File: src/rtl/lsu_arb_pkg.sv
`default_nettype none
// ============================================================================
// Module      : lsu_arb_pkg
// Description : Shared types and constants for the two-master LSU arbiter.
// Revision    : 1.0 - initial release
// ============================================================================
package lsu_arb_pkg;

  // Which master was granted the shared LSU port in the previous cycle
  typedef enum logic [1:0] {
    OWN_NONE = 2'd0,
    OWN_M0   = 2'd1,
    OWN_M1   = 2'd2
  } owner_e;

  // Width of the M1 starvation counter; must hold the largest legal limit (15)
  localparam int LSU_ARB_STARVE_W = 4;

  // Default number of consecutive denials tolerated before M1 is forced through
  localparam int LSU_ARB_STARVE_LIMIT_DEF = 4;

endpackage : lsu_arb_pkg
`default_nettype wire

File: src/rtl/lsu_arb_starve_cnt.sv
`default_nettype none
// ============================================================================
// Module      : lsu_arb_starve_cnt
// Description : Counts consecutive cycles M1 requests without being granted,
//               saturating at STARVE_LIMIT; flags when the limit is reached.
// Revision    : 1.0 - initial release
// ============================================================================
module lsu_arb_starve_cnt
  import lsu_arb_pkg::*;
#(
  parameter int STARVE_LIMIT = LSU_ARB_STARVE_LIMIT_DEF
) (
  input  logic i_clk,
  input  logic i_rst_n,
  input  logic i_req,
  input  logic i_gnt,
  output logic o_at_limit
);

  localparam logic [LSU_ARB_STARVE_W-1:0] C_LIMIT = LSU_ARB_STARVE_W'(STARVE_LIMIT);

  logic [LSU_ARB_STARVE_W-1:0] r_cnt;
  logic                        w_at_limit;

  assign w_at_limit = (r_cnt == C_LIMIT);
  assign o_at_limit = w_at_limit;

  // Count denied requests, hold at the limit, clear on grant or idle request
  always_ff @(posedge i_clk) begin
    if (!i_rst_n) begin
      r_cnt <= '0;
    end else if (i_req && !i_gnt) begin
      if (!w_at_limit) begin
        r_cnt <= r_cnt + {{(LSU_ARB_STARVE_W-1){1'b0}}, 1'b1};
      end
    end else begin
      r_cnt <= '0;
    end
  end

endmodule : lsu_arb_starve_cnt
`default_nettype wire

File: src/rtl/lsu_arb.sv
`default_nettype none
// ============================================================================
// Module      : lsu_arb
// Description : Two-master arbiter for a shared load/store unit port. M0 (core)
//               has priority; M1 (secondary/debug) is protected from starvation
//               and may lock the port for one extra cycle (read-modify-write).
// Revision    : 1.0 - initial release
// ============================================================================
module lsu_arb
  import lsu_arb_pkg::*;
#(
  parameter int STARVE_LIMIT = LSU_ARB_STARVE_LIMIT_DEF
) (
  input  logic        i_clk,
  input  logic        i_rst_n,
  // master 0 (core)
  input  logic        i_m0_req,
  input  logic        i_m0_wren,
  input  logic [31:0] i_m0_addr,
  input  logic [31:0] i_m0_wdata,
  input  logic [2:0]  i_m0_func3,
  output logic        o_m0_gnt,
  output logic        o_m0_rvalid,
  output logic [31:0] o_m0_rdata,
  // master 1 (secondary/debug)
  input  logic        i_m1_req,
  input  logic        i_m1_wren,
  input  logic [31:0] i_m1_addr,
  input  logic [31:0] i_m1_wdata,
  input  logic [2:0]  i_m1_func3,
  input  logic        i_m1_lock,
  output logic        o_m1_gnt,
  output logic        o_m1_rvalid,
  output logic [31:0] o_m1_rdata,
  // shared LSU port
  output logic        o_lsu_wren,
  output logic [31:0] o_lsu_addr,
  output logic [31:0] o_st_data,
  output logic [2:0]  o_func3,
  input  logic [31:0] i_ld_data
);

  owner_e      r_owner;
  owner_e      w_owner_nxt;
  logic        r_lock;
  logic        w_lock_nxt;
  logic        w_lock_act;
  logic        w_m0_gnt;
  logic        w_m1_gnt;
  logic        w_starve_at_limit;

  logic        r_m0_rvalid;
  logic [31:0] r_m0_rdata;
  logic        r_m1_rvalid;
  logic [31:0] r_m1_rdata;

  lsu_arb_starve_cnt #(
    .STARVE_LIMIT (STARVE_LIMIT)
  ) u_starve_cnt (
    .i_clk      (i_clk),
    .i_rst_n    (i_rst_n),
    .i_req      (i_m1_req),
    .i_gnt      (w_m1_gnt),
    .o_at_limit (w_starve_at_limit)
  );

  // Owner/lock state register
  always_ff @(posedge i_clk) begin
    if (!i_rst_n) begin
      r_owner <= OWN_NONE;
      r_lock  <= 1'b0;
    end else begin
      r_owner <= w_owner_nxt;
      r_lock  <= w_lock_nxt;
    end
  end

  // Grant decision and next owner/lock; a lock never re-arms from its own locked cycle
  always_comb begin
    w_owner_nxt = OWN_NONE;
    w_lock_nxt  = 1'b0;
    w_m0_gnt    = 1'b0;
    w_m1_gnt    = 1'b0;
    w_lock_act  = r_lock && (r_owner == OWN_M1);
    if (i_rst_n) begin
      if (i_m1_req && (w_lock_act || !i_m0_req || w_starve_at_limit)) begin
        w_m1_gnt = 1'b1;
      end else if (i_m0_req) begin
        w_m0_gnt = 1'b1;
      end
      if (w_m1_gnt) begin
        w_owner_nxt = OWN_M1;
      end else if (w_m0_gnt) begin
        w_owner_nxt = OWN_M0;
      end
      w_lock_nxt = w_m1_gnt && i_m1_lock && !w_lock_act;
    end
  end

  // Route the granted master's attributes onto the LSU; idle port drives zeros
  always_comb begin
    o_lsu_wren = 1'b0;
    o_lsu_addr = '0;
    o_st_data  = '0;
    o_func3    = '0;
    if (w_m0_gnt) begin
      o_lsu_wren = i_m0_wren;
      o_lsu_addr = i_m0_addr;
      o_st_data  = i_m0_wdata;
      o_func3    = i_m0_func3;
    end else if (w_m1_gnt) begin
      o_lsu_wren = i_m1_wren;
      o_lsu_addr = i_m1_addr;
      o_st_data  = i_m1_wdata;
      o_func3    = i_m1_func3;
    end
  end

  // Capture load data for the master whose read was granted; rdata holds between pulses
  always_ff @(posedge i_clk) begin
    if (!i_rst_n) begin
      r_m0_rvalid <= 1'b0;
      r_m0_rdata  <= '0;
      r_m1_rvalid <= 1'b0;
      r_m1_rdata  <= '0;
    end else begin
      r_m0_rvalid <= w_m0_gnt && !i_m0_wren;
      r_m1_rvalid <= w_m1_gnt && !i_m1_wren;
      if (w_m0_gnt && !i_m0_wren) begin
        r_m0_rdata <= i_ld_data;
      end
      if (w_m1_gnt && !i_m1_wren) begin
        r_m1_rdata <= i_ld_data;
      end
    end
  end

  assign o_m0_gnt    = w_m0_gnt;
  assign o_m1_gnt    = w_m1_gnt;
  assign o_m0_rvalid = r_m0_rvalid;
  assign o_m0_rdata  = r_m0_rdata;
  assign o_m1_rvalid = r_m1_rvalid;
  assign o_m1_rdata  = r_m1_rdata;

endmodule : lsu_arb
`default_nettype wire
File: config.mk
export PLATFORM = sky130hd
export DESIGN_NAME = lsu_arb
export DESIGN_NICKNAME = d
export VERILOG_FILES = /design/src/rtl/lsu_arb_pkg.sv /design/src/rtl/lsu_arb_starve_cnt.sv /design/src/rtl/lsu_arb.sv
export SDC_FILE = /design/constraint.sdc
export NUM_CORES = 1
export LEC_CHECK = 0
export CAP_MARGIN = 0
export CORE_ASPECT_RATIO = 0.5
export CORE_MARGIN = 3
export CORE_UTILIZATION = 36
export CTS_BUF_LIST = sky130_fd_sc_hd__clkbuf_4
export DETAILED_ROUTE_END_ITERATION = 7
export GPL_TIMING_DRIVEN = 0
export PLACE_DENSITY = 0.84
export SYNTH_ARGS = -nofsm -noshare
export SYNTH_HDL_FRONTEND = slang
export SYNTH_SLANG_ARGS = --single-unit
File: constraint.sdc
create_clock -name i_clk -period 2.6 [get_ports i_clk]
set_input_delay 0.52 -clock i_clk [delete_from_list [all_inputs] [get_ports i_clk]]
set_output_delay 0.52 -clock i_clk [all_outputs]
set_load 0.01 [all_outputs]
After elaboration in Yosys (flattened, before gate mapping)
Cells that the tools add are included.
{ "word_totals": {"ff_bits": 73, "elab_cells": 45} }
{ "op_classes": {"muxes": 17, "n_addsub": 1, "eq_ne": 2, "bitwise": 1, "reduce_logical": 16} }
{ "ops": {"columns": ["op", "count"], "rows": [
  ["32-bit two-way mux", 4],
  ["1-bit two-way mux", 10],
  ["1-bit logical AND", 7],
  ["3-bit two-way mux", 2],
  ["1-bit zero test", 5],
  ["4-bit by 1-bit adder with 4-bit output, second input constant", 1],
  ["4-bit by 3-bit == test with 1-bit output, second input constant", 1],
  ["2-bit == test, second input constant", 1],
  ["1-bit logical OR", 2],
  ["2-bit two-way mux", 1],
  ["2-bit AND reduction", 1],
  ["2-bit OR reduction", 1],
  ["1-bit inverter", 1]
]} }

Logic depth before layout (Yosys ltp)
Gate-level depths: netlist of the first run.
{ "depth": {"word_depth": 11, "depth_mapped": 8, "mapped_depth_nobuf": 5} }

Cells and area by module
Synthesis of the first run repeated with hierarchy kept, for this count alone.
{ "hier_totals": {"hier_cells": 548, "area_unflattened_um2": 4614.4} }
{ "modules_own_cells": {"columns": ["mod", "area_per_inst_um2", "n_inst", "seq_area_each_um2", "cells_per_inst"], "rows": [
  ["lsu_arb", 4408.0, 1, 1381.3, 527],
  ["lsu_arb_starve_cnt", 206.4, 1, 80.1, 21]
]} }

Worst setup path before layout of the first run
OpenSTA, ideal clock, no wires.
{ "synth_path": {"path_kind": "reg-to-output", "startpoint": "register u_starve_cnt.r_cnt[0]", "endpoint": "output o_lsu_addr[12]", "stages_incl_launch_ff": 9, "slack_ps": 402, "n_path_buf": 3, "t_arrival_ps": 1678, "path_cell_list": "dfxtp_1 -> inv_1 -> ha_1 -> and4b_1 -> buf_2 -> nor3_4 -> buf_4 -> buf_4 -> a22o_1"} }
{ "synth_via": {"elab_chain_cells": 8, "word_cells_on_any_way": 11, "cone_classes": "eq/ne (1); mux (8); reduce/logical (2)"} }
{ "synth_lines": {"columns": ["item", "line_no", "rtl"], "rows": [
  ["start: declaration", "lsu_arb_starve_cnt.sv:22", "logic [LSU_ARB_STARVE_W-1:0] r_cnt;"],
  ["start signal: assignment", "lsu_arb_starve_cnt.sv:34", "r_cnt <= r_cnt + {{(LSU_ARB_STARVE_W-1){1'b0}}, 1'b1};"],
  ["4-bit by 3-bit == test with 1-bit output (*)", "lsu_arb_starve_cnt.sv:25", "assign w_at_limit = (r_cnt == C_LIMIT);"],
  ["1-bit logical OR (*)", "lsu_arb.sv:86", "if (i_m1_req && (w_lock_act || !i_m0_req || w_starve_at_limit)) begin"],
  ["1-bit logical AND (*)", "lsu_arb.sv:86", null],
  ["1-bit two-way mux", "lsu_arb.sv:86", null],
  ["1-bit two-way mux (2 in series)", "lsu_arb.sv:85", "if (i_rst_n) begin"],
  ["32-bit two-way mux", "lsu_arb.sv:111", "end else if (w_m1_gnt) begin"],
  ["32-bit two-way mux (*)", "lsu_arb.sv:106", "if (w_m0_gnt) begin"],
  ["end: declaration", "lsu_arb.sv:37", "output logic [31:0] o_lsu_addr,"]
]} }
Every way passes the cells marked *; elsewhere a longest branch is shown, timed or not. The select of a mux whose other input is x is not followed.

Worst setup path after layout of the first run
{ "layout_path": {"startpoint": "register u_starve_cnt.r_cnt[1]", "endpoint": "output o_st_data[2]"} }
{ "layout_via": {"elab_chain_cells": 8, "word_cells_on_any_way": 11, "cone_classes": "eq/ne (1); mux (8); reduce/logical (2)"} }
{ "layout_lines": {"columns": ["item", "line_no", "rtl"], "rows": [
  ["4-bit by 3-bit == test with 1-bit output (*)", "lsu_arb_starve_cnt.sv:25", null],
  ["1-bit logical OR (*)", "lsu_arb.sv:86", null],
  ["1-bit logical AND (*)", "lsu_arb.sv:86", null],
  ["1-bit two-way mux", "lsu_arb.sv:86", null],
  ["1-bit two-way mux (2 in series)", "lsu_arb.sv:85", null],
  ["32-bit two-way mux", "lsu_arb.sv:111", null],
  ["32-bit two-way mux (*)", "lsu_arb.sv:106", null],
  ["end: declaration", "lsu_arb.sv:38", "output logic [31:0] o_st_data,"]
]} }
Marked as above.

==> results.py, run 1 <==
metrics = {
    "status": {
        "status": "finished, violations left",
        "failed_checks": "negative setup slack",
    },
    "power_and_ir_drop": {
        "clkPwrFrac_pct": 25.5,
        "internal_power_uw": 2020,
        "switchingPower_uw": 871,
        "pwr-share-comb_pct": 32.3,
        "sequentialPowerShare_pct": 42.2,
        "sw_frac_of_total_pct": 30.1,
        "power.density_nw_per_um2": 376,
        "p_leak_uw": 0.00351,
        "ir_drop_mv": 0.194,
    },
    "final_layout": {
        "layout-drive-gt1-share_pct": 15.8,
        "finalNonFillerCells": 974,
        "fillers": 897,
        "area_delta_synth_final_pct": 84.0,
        "num-nets-final": 997,
        "utilization_pct": 69.0,
    },
    "synthesis": {
        "netlist_instances": 491,
        "synth_edf_count": 0,
        "synth_top_family_by_area": "compound AO/OA/AOI/OAI gates",
        "syn_nets": 666,
        "synth_fa_ha_area_share_pct": 0.599,
        "yosysWarnings": 0,
        "synth_top_area_share_pct": 35.0,
        "yosysSeqAreaShare_pct": 35.0,
        "synth_area_leaders": "dfxtp_1 (35%), a22o_1 (14%), nand3_1 (8.0%)",
        "synth-async-reset-ratio_pct": 0,
        "synth_area_um2": 4180,
        "synth_flop_cell": "dfxtp_1",
        "synth_xor_area_share_pct": 0,
        "synth.most_common_cell": "dfxtp_1",
        "synthTopCellsByCount": "dfxtp_1 (73), a22o_1 (68), nand3_1 (67)",
        "synthMuxAreaShare_pct": 7.90,
        "synth.largest_area_cell": "dfxtp_1",
        "synth_compound_area_share_pct": 26.2,
        "avgSynthCellArea_um2": 8.51,
        "synth-simple-area-share_pct": 21.3,
        "ys_ff_latch": 73,
        "synth_cell_types": 25,
    },
    "place": {
        "port_buffers": 308,
        "hpwl_um": 16200,
        "placed_cells": 944,
        "place_congestion": 0.883,
    },
    "sta": {
        "finalMaxSlewViolations": 0,
        "worst_slew_pin_slew_ns": 0.677,
        "rsz0062_at_grt": "yes",
        "fmax_ghz": 0.382,
        "layout_setup_ws_ns": -0.0153,
        "finalHoldViolations": 0,
        "period_share_pct": 101,
        "setup_violations": 5,
        "post-route-min-period_ns": 2.62,
        "max_slew_margin_pct": 54.8,
        "clock_skew_ns": 0.0159,
    },
    "setup_path": {
        "crit_path_end_kind": "primary output",
        "critical_path_class": "flip-flop to primary output",
        "worstPathArrival_ns": 2.10,
        "reg2reg_slack_ns": 0.72,
        "reg2reg_depth": 7,
        "cp_max_fo": 5,
        "critical_path_required_ns": 2.08,
        "start_kind": "flip-flop",
        "endpoint": "o_st_data[2]",
        "crit_start": "u_starve_cnt.r_cnt[1]",
        "regToRegStartpoint": "u_starve_cnt.r_cnt[1]",
        "regToRegEndpoint": "o_m1_rdata[29]",
    },
    "global_routing": {
        "grt_pass1_vias": 5165,
        "grt_use_total_pct": 30.5,
        "antenna_found_initial": 2,
        "grt_overflow": 0,
        "grt_max_degree": 13,
        "grt_pass1_wl_um": 30100,
    },
    "job": {
        "cap_violations": 0,
    },
    "min_path": {
        "hold_depth": 2,
        "hold_class": "flip-flop to flip-flop",
    },
    "floorplan": {
        "num_io_pins": 309,
        "die_x_um": 158,
        "rows": 27,
        "core-area_um2": 11100,
        "die_y_um": 82.2,
        "start_util_pct": 37.5,
        "dieArea_um2": 13000,
    },
    "drt": {
        "drtAntennaViolNets": 0,
        "drc": 0,
        "finalWirelength_um": 21100,
        "vias_per_cell": 5.67,
        "vias": 5527,
        "drt_pass1_iterations": 5,
        "drt_iter0_drc": 510,
        "wire_per_inst_um": 21.6,
    },
    "cts": {
        "tritoncts": "done",
        "path_clk_slew_ns": 0.11,
        "cts_hold_buf": 0,
        "root_buffer": "clkbuf_4",
        "htree_levels": 3,
        "cts_buffers": 9,
        "clock-sinks": 73,
        "clockBufferDepth": 2,
        "insertion_delay_ns": 0.45,
    },
}
## final cells by class
cell class | instances | area, um^2 | share of cell area [%]
inverters | 37 | 139 | 1.81
diodes | 2 | 5.00 | 0.0651
repair buffers | 321 | 3060 | 39.7
plain buffers | 55 | 323 | 4.20
clock buffers | 10 | 75.1 | 0.976
multi-input cells | 325 | 2380 | 31.0
flip-flops and latches | 73 | 1470 | 19.1
well taps | 145 | 181 | 2.36
clock inverters | 6 | 58.8 | 0.765
## sequential cells by signal (all words and copies together) (netlist names)
register,cells
o_m0_rdata,32
u_starve_cnt.r_cnt,4
o_m1_rdata,32
o_m0_rvalid,1
r_lock,1
r_owner,2
o_m1_rvalid,1
## metal layers
| layer | track usage [%] | routed length, um | up-vias | part of all wire, % |
|---|---|---|---|---|
| met5 | 6.75 | 0 | - | 0 |
| met4 | 9.01 | 535 | 0 | 2.5 |
| met3 | 12.3 | 2330 | 47 | 11 |
| met2 | 47.6 | 9720 | 311 | 46 |
| met1 | 38.6 | 8470 | 2681 | 40 |
| li1 | - | - | 2488 | - |
## cell families after synthesis
logic type | count (synthesis)
multiplexers | 33
buffers and inverters | 93
flip-flops | 73
AO/OA/AOI/OAI | 135
adder cells (fa/ha/maj) | 2
AND/OR/NAND/NOR | 155
## worst min-delay path by stage
stage	from	to	slack (ns)
finish	o_m0_rdata[19]	o_m0_rdata[19]	0.47
global route	o_m0_rdata[10]	o_m0_rdata[10]	0.49
CTS	o_m0_rdata[23]	o_m0_rdata[23]	0.47
detailed placement	o_m0_rdata[31]	o_m0_rdata[31]	0.45
global placement	u_starve_cnt.r_cnt[0]	u_starve_cnt.r_cnt[0]	0.44
floorplan	u_starve_cnt.r_cnt[0]	u_starve_cnt.r_cnt[0]	0.43
## cells in the final DEF (no fill, tap or decap), drive strengths merged, types with 3 or more instances in the layout
cell | synthesis | layout
clkdlybuf4s50 | 0 | 235
buf | 26 | 86
dfxtp | 73 | 73
a22o | 68 | 68
nand3 | 67 | 67
clkbuf | 30 | 41
inv | 37 | 37
nand2 | 36 | 36
and3b | 33 | 33
mux2i | 33 | 33
o31ai | 32 | 32
o211ai | 32 | 32
clkdlybuf4s15 | 0 | 19
nor2 | 5 | 5
clkinv | 0 | 5
dlygate4sd2 | 0 | 3
nor3 | 3 | 3
## per-stage QoR
step | power (uW) | setup TNS (ns) | cell area [um^2] | hold WS, ns | setup slack [ns]
2_1_floorplan | 1550 | 0 | 4180 | 0.430 | 0.402
3_3_place_gp | 2150 | -57.62 | 7440 | 0.441 | -1.00
3_5_place_dp | 2160 | -55.03 | 7440 | 0.454 | -1.01
4_1_cts | 2870 | -0.836 | 7660 | 0.475 | -0.0662
5_1_grt | 2980 | -0.955 | 7690 | 0.489 | -0.0680
6_report | 2890 | -0.0611 | 7690 | 0.470 | -0.0153
## worst max-delay path, stage by stage (launching register included)
cell,delay (ns)
dfxtp_2,0.34
inv_2,0.06
ha_4,0.15
and4b_1,0.28
nor3_4,0.06
buf_6,0.13
bufbuf_16,0.26
a22o_1,0.23
buf_2,0.15
## power groups by stage
stage          combinational [uW]  clock, uW  sequential (uW)
2_1_floorplan                 280          0             1270
3_3_place_gp                  905          0             1240
3_5_place_dp                  916          0             1240
4_1_cts                       917        732             1220
5_1_grt                       983        764             1230
6_report                      934        737             1220
## timing repair
| action | CTS | global route |
|---|---|---|
| setup buffers | 8 | 3 |
| setup endpoints to repair | 70 | 66 |
| endpoints found under the hold margin | 0 | 0 |
| gates resized for setup | 316 | 10 |
| pin swaps | 15 | 1 |
| gates cloned | 2 | 0 |
(Power assumes the default switching activity.)
==> inputs of run 2 (changes only) <==
Settings changed: CORE_MARGIN 3 to default.
==> run 2 against run 1 <==
Critical path depth up 1. Via count down 2.2%. Critical endpoint is now o_lsu_addr[12]. Design area down 0.65%. Sequential power about the same. The flow still finishes with violations (negative setup slack). Wire length down 1.9%. Clock skew up 0.0011 ns.
==> results.py, run 2 (synthesis gave the netlist of run 1 again) <==
metrics = {
    "final_layout": {
        "final_cell_mix": "clkdlybuf4s50_1 (236), dfxtp_1 (71), nand3_1 (67)",
        "num-nets-final": 1000,
        "layout_commonest_cell": "clkdlybuf4s50_1",
        "layout-drive-gt1-share_pct": 15.7,
        "finalNonFillerCells": 974,
        "antenna_cells": 0,
        "area_delta_synth_final_pct": 82.8,
        "utilization_pct": 68.5,
    },
    "global_routing": {
        "grt_overflow": 0,
        "grt_pass1_wl_um": 30400,
        "grt_max_degree": 12,
        "grt_pass1_vias": 5159,
        "antenna_found_initial": 1,
        "grt_use_total_pct": 33.5,
    },
    "sta": {
        "period_share_pct": 103,
        "finalMaxSlewViolations": 0,
        "post-route-min-period_ns": 2.67,
        "finalHoldViolations": 0,
        "rsz0062_at_grt": "yes",
        "worst_slew_pin_slew_ns": 0.605,
        "hold-worst-slack_ns": 0.469,
        "max_slew_margin_pct": 59.7,
        "setup_violations": 30,
        "layout_setup_ws_ns": -0.0703,
        "fmax_ghz": 0.374,
        "clock_skew_ns": 0.0170,
    },
    "setup_path": {
        "start_kind": "flip-flop",
        "cp_max_fo": 8,
        "critical_path_required_ns": 2.08,
        "worstPathArrival_ns": 2.15,
        "critical_path_class": "flip-flop to primary output",
        "crit_path_end_kind": "primary output",
    },
    "place": {
        "place_congestion": 0.890,
        "port_buffers": 308,
        "placed_cells": 944,
        "hpwl_um": 16000,
    },
    "status": {
        "status": "finished, violations left",
        "failed_checks": "negative setup slack",
    },
    "power_and_ir_drop": {
        "ir_drop_mv": 0.164,
        "power.density_nw_per_um2": 359,
        "p_leak_uw": 0.00354,
    },
    "drt": {
        "drt_pass1_iterations": 5,
        "drt_iter0_drc": 451,
        "drtAntennaViolNets": 0,
        "drc": 0,
        "wire_per_inst_um": 21.2,
        "vias_per_cell": 5.55,
        "finalWirelength_um": 20700,
        "vias": 5405,
    },
    "floorplan": {
        "core-area_um2": 11100,
        "die_x_um": 154,
        "rows": 27,
        "die_y_um": 78.2,
        "dieArea_um2": 12100,
        "start_util_pct": 37.5,
        "num_io_pins": 309,
    },
    "cts": {
        "path_clk_slew_ns": 0.11,
        "insertion_delay_ns": 0.44,
        "clock-sinks": 73,
        "cts_buffers": 9,
        "clockBufferDepth": 2,
        "root_buffer": "clkbuf_4",
        "htree_levels": 3,
        "tritoncts": "done",
        "cts_hold_buf": 0,
    },
    "min_path": {
        "hold_class": "flip-flop to flip-flop",
    },
    "job": {
        "cap_violations": 0,
    },
}
-- run 2: critical path: stages, from the launching register on --
cell and delay, ns:
dfxtp_2 0.35, inv_2 0.04, ha_4 0.16, and4b_2 0.25, nor3_4 0.22, buf_12 0.18
buf_12 0.13, buf_8 0.10, a22o_1 0.17, buf_6 0.12
-- run 2: repair_timing --
action	4_1_cts	5_1_grt
pin swaps	14	16
endpoints found under the hold margin	0	0
gates resized for setup	287	59
endpoints found under the setup margin	70	69
cloned	1	2
buffers inserted	9	5
-- run 2: report_power, final --
| part | total [uW] | internal, uW | switching [uW] |
|---|---|---|---|
| Combinational | 947 | 548 | 398 |
| Clock | 575 | 177 | 397 |
| Sequential | 1220 | 1180 | 40.2 |
-- run 2: cell type report --
| cell class | instances | area, um^2 |
|---|---|---|
| inverter | 37 | 139 |
| multi-input combinational | 325 | 2390 |
| buffer | 54 | 324 |
| timing repair buffer | 325 | 3050 |
| tap | 145 | 181 |
| fill | 877 | 3510 |
| clock buffer | 9 | 67.6 |
| clock inverter | 6 | 26.3 |
| sequential | 73 | 1460 |
-- run 2: final timing paths --
path | startpoint | end | slack [ns] | depth (start not counted)
hold reg to reg | o_m0_rdata[6] | o_m0_rdata[6] | 0.47 | 2
hold / removal | o_m0_rdata[6] | o_m0_rdata[6] | 0.47 | 2
setup reg to reg | u_starve_cnt.r_cnt[0] | o_m1_rdata[17] | 0.66 | 8
setup / recovery | u_starve_cnt.r_cnt[0] | o_lsu_addr[12] | -0.07 | 9
-- run 2: through the flow --
stage | setup TNS [ns] | instance area (um^2) | total power (uW) | setup slack [ns]
2_1_floorplan | 0 | 4180 | 1550 | 0.402
3_3_place_gp | -56.06 | 7440 | 2150 | -0.963
6_report | -1.19 | 7640 | 2740 | -0.0703
5_1_grt | -6.09 | 7640 | 2840 | -0.168
3_5_place_dp | -57.52 | 7440 | 2160 | -0.985
4_1_cts | -1.50 | 7710 | 2720 | -0.0824
-- run 2: routing by layer --
layer  GRT usage (%)  vias up  routed length, um
li1                -     2488                  -
met2            52.1      298               9270
met1            44.6     2575               8810
met5               0        -                 14
met3            9.88       42               2110
met4            10.1        2                470
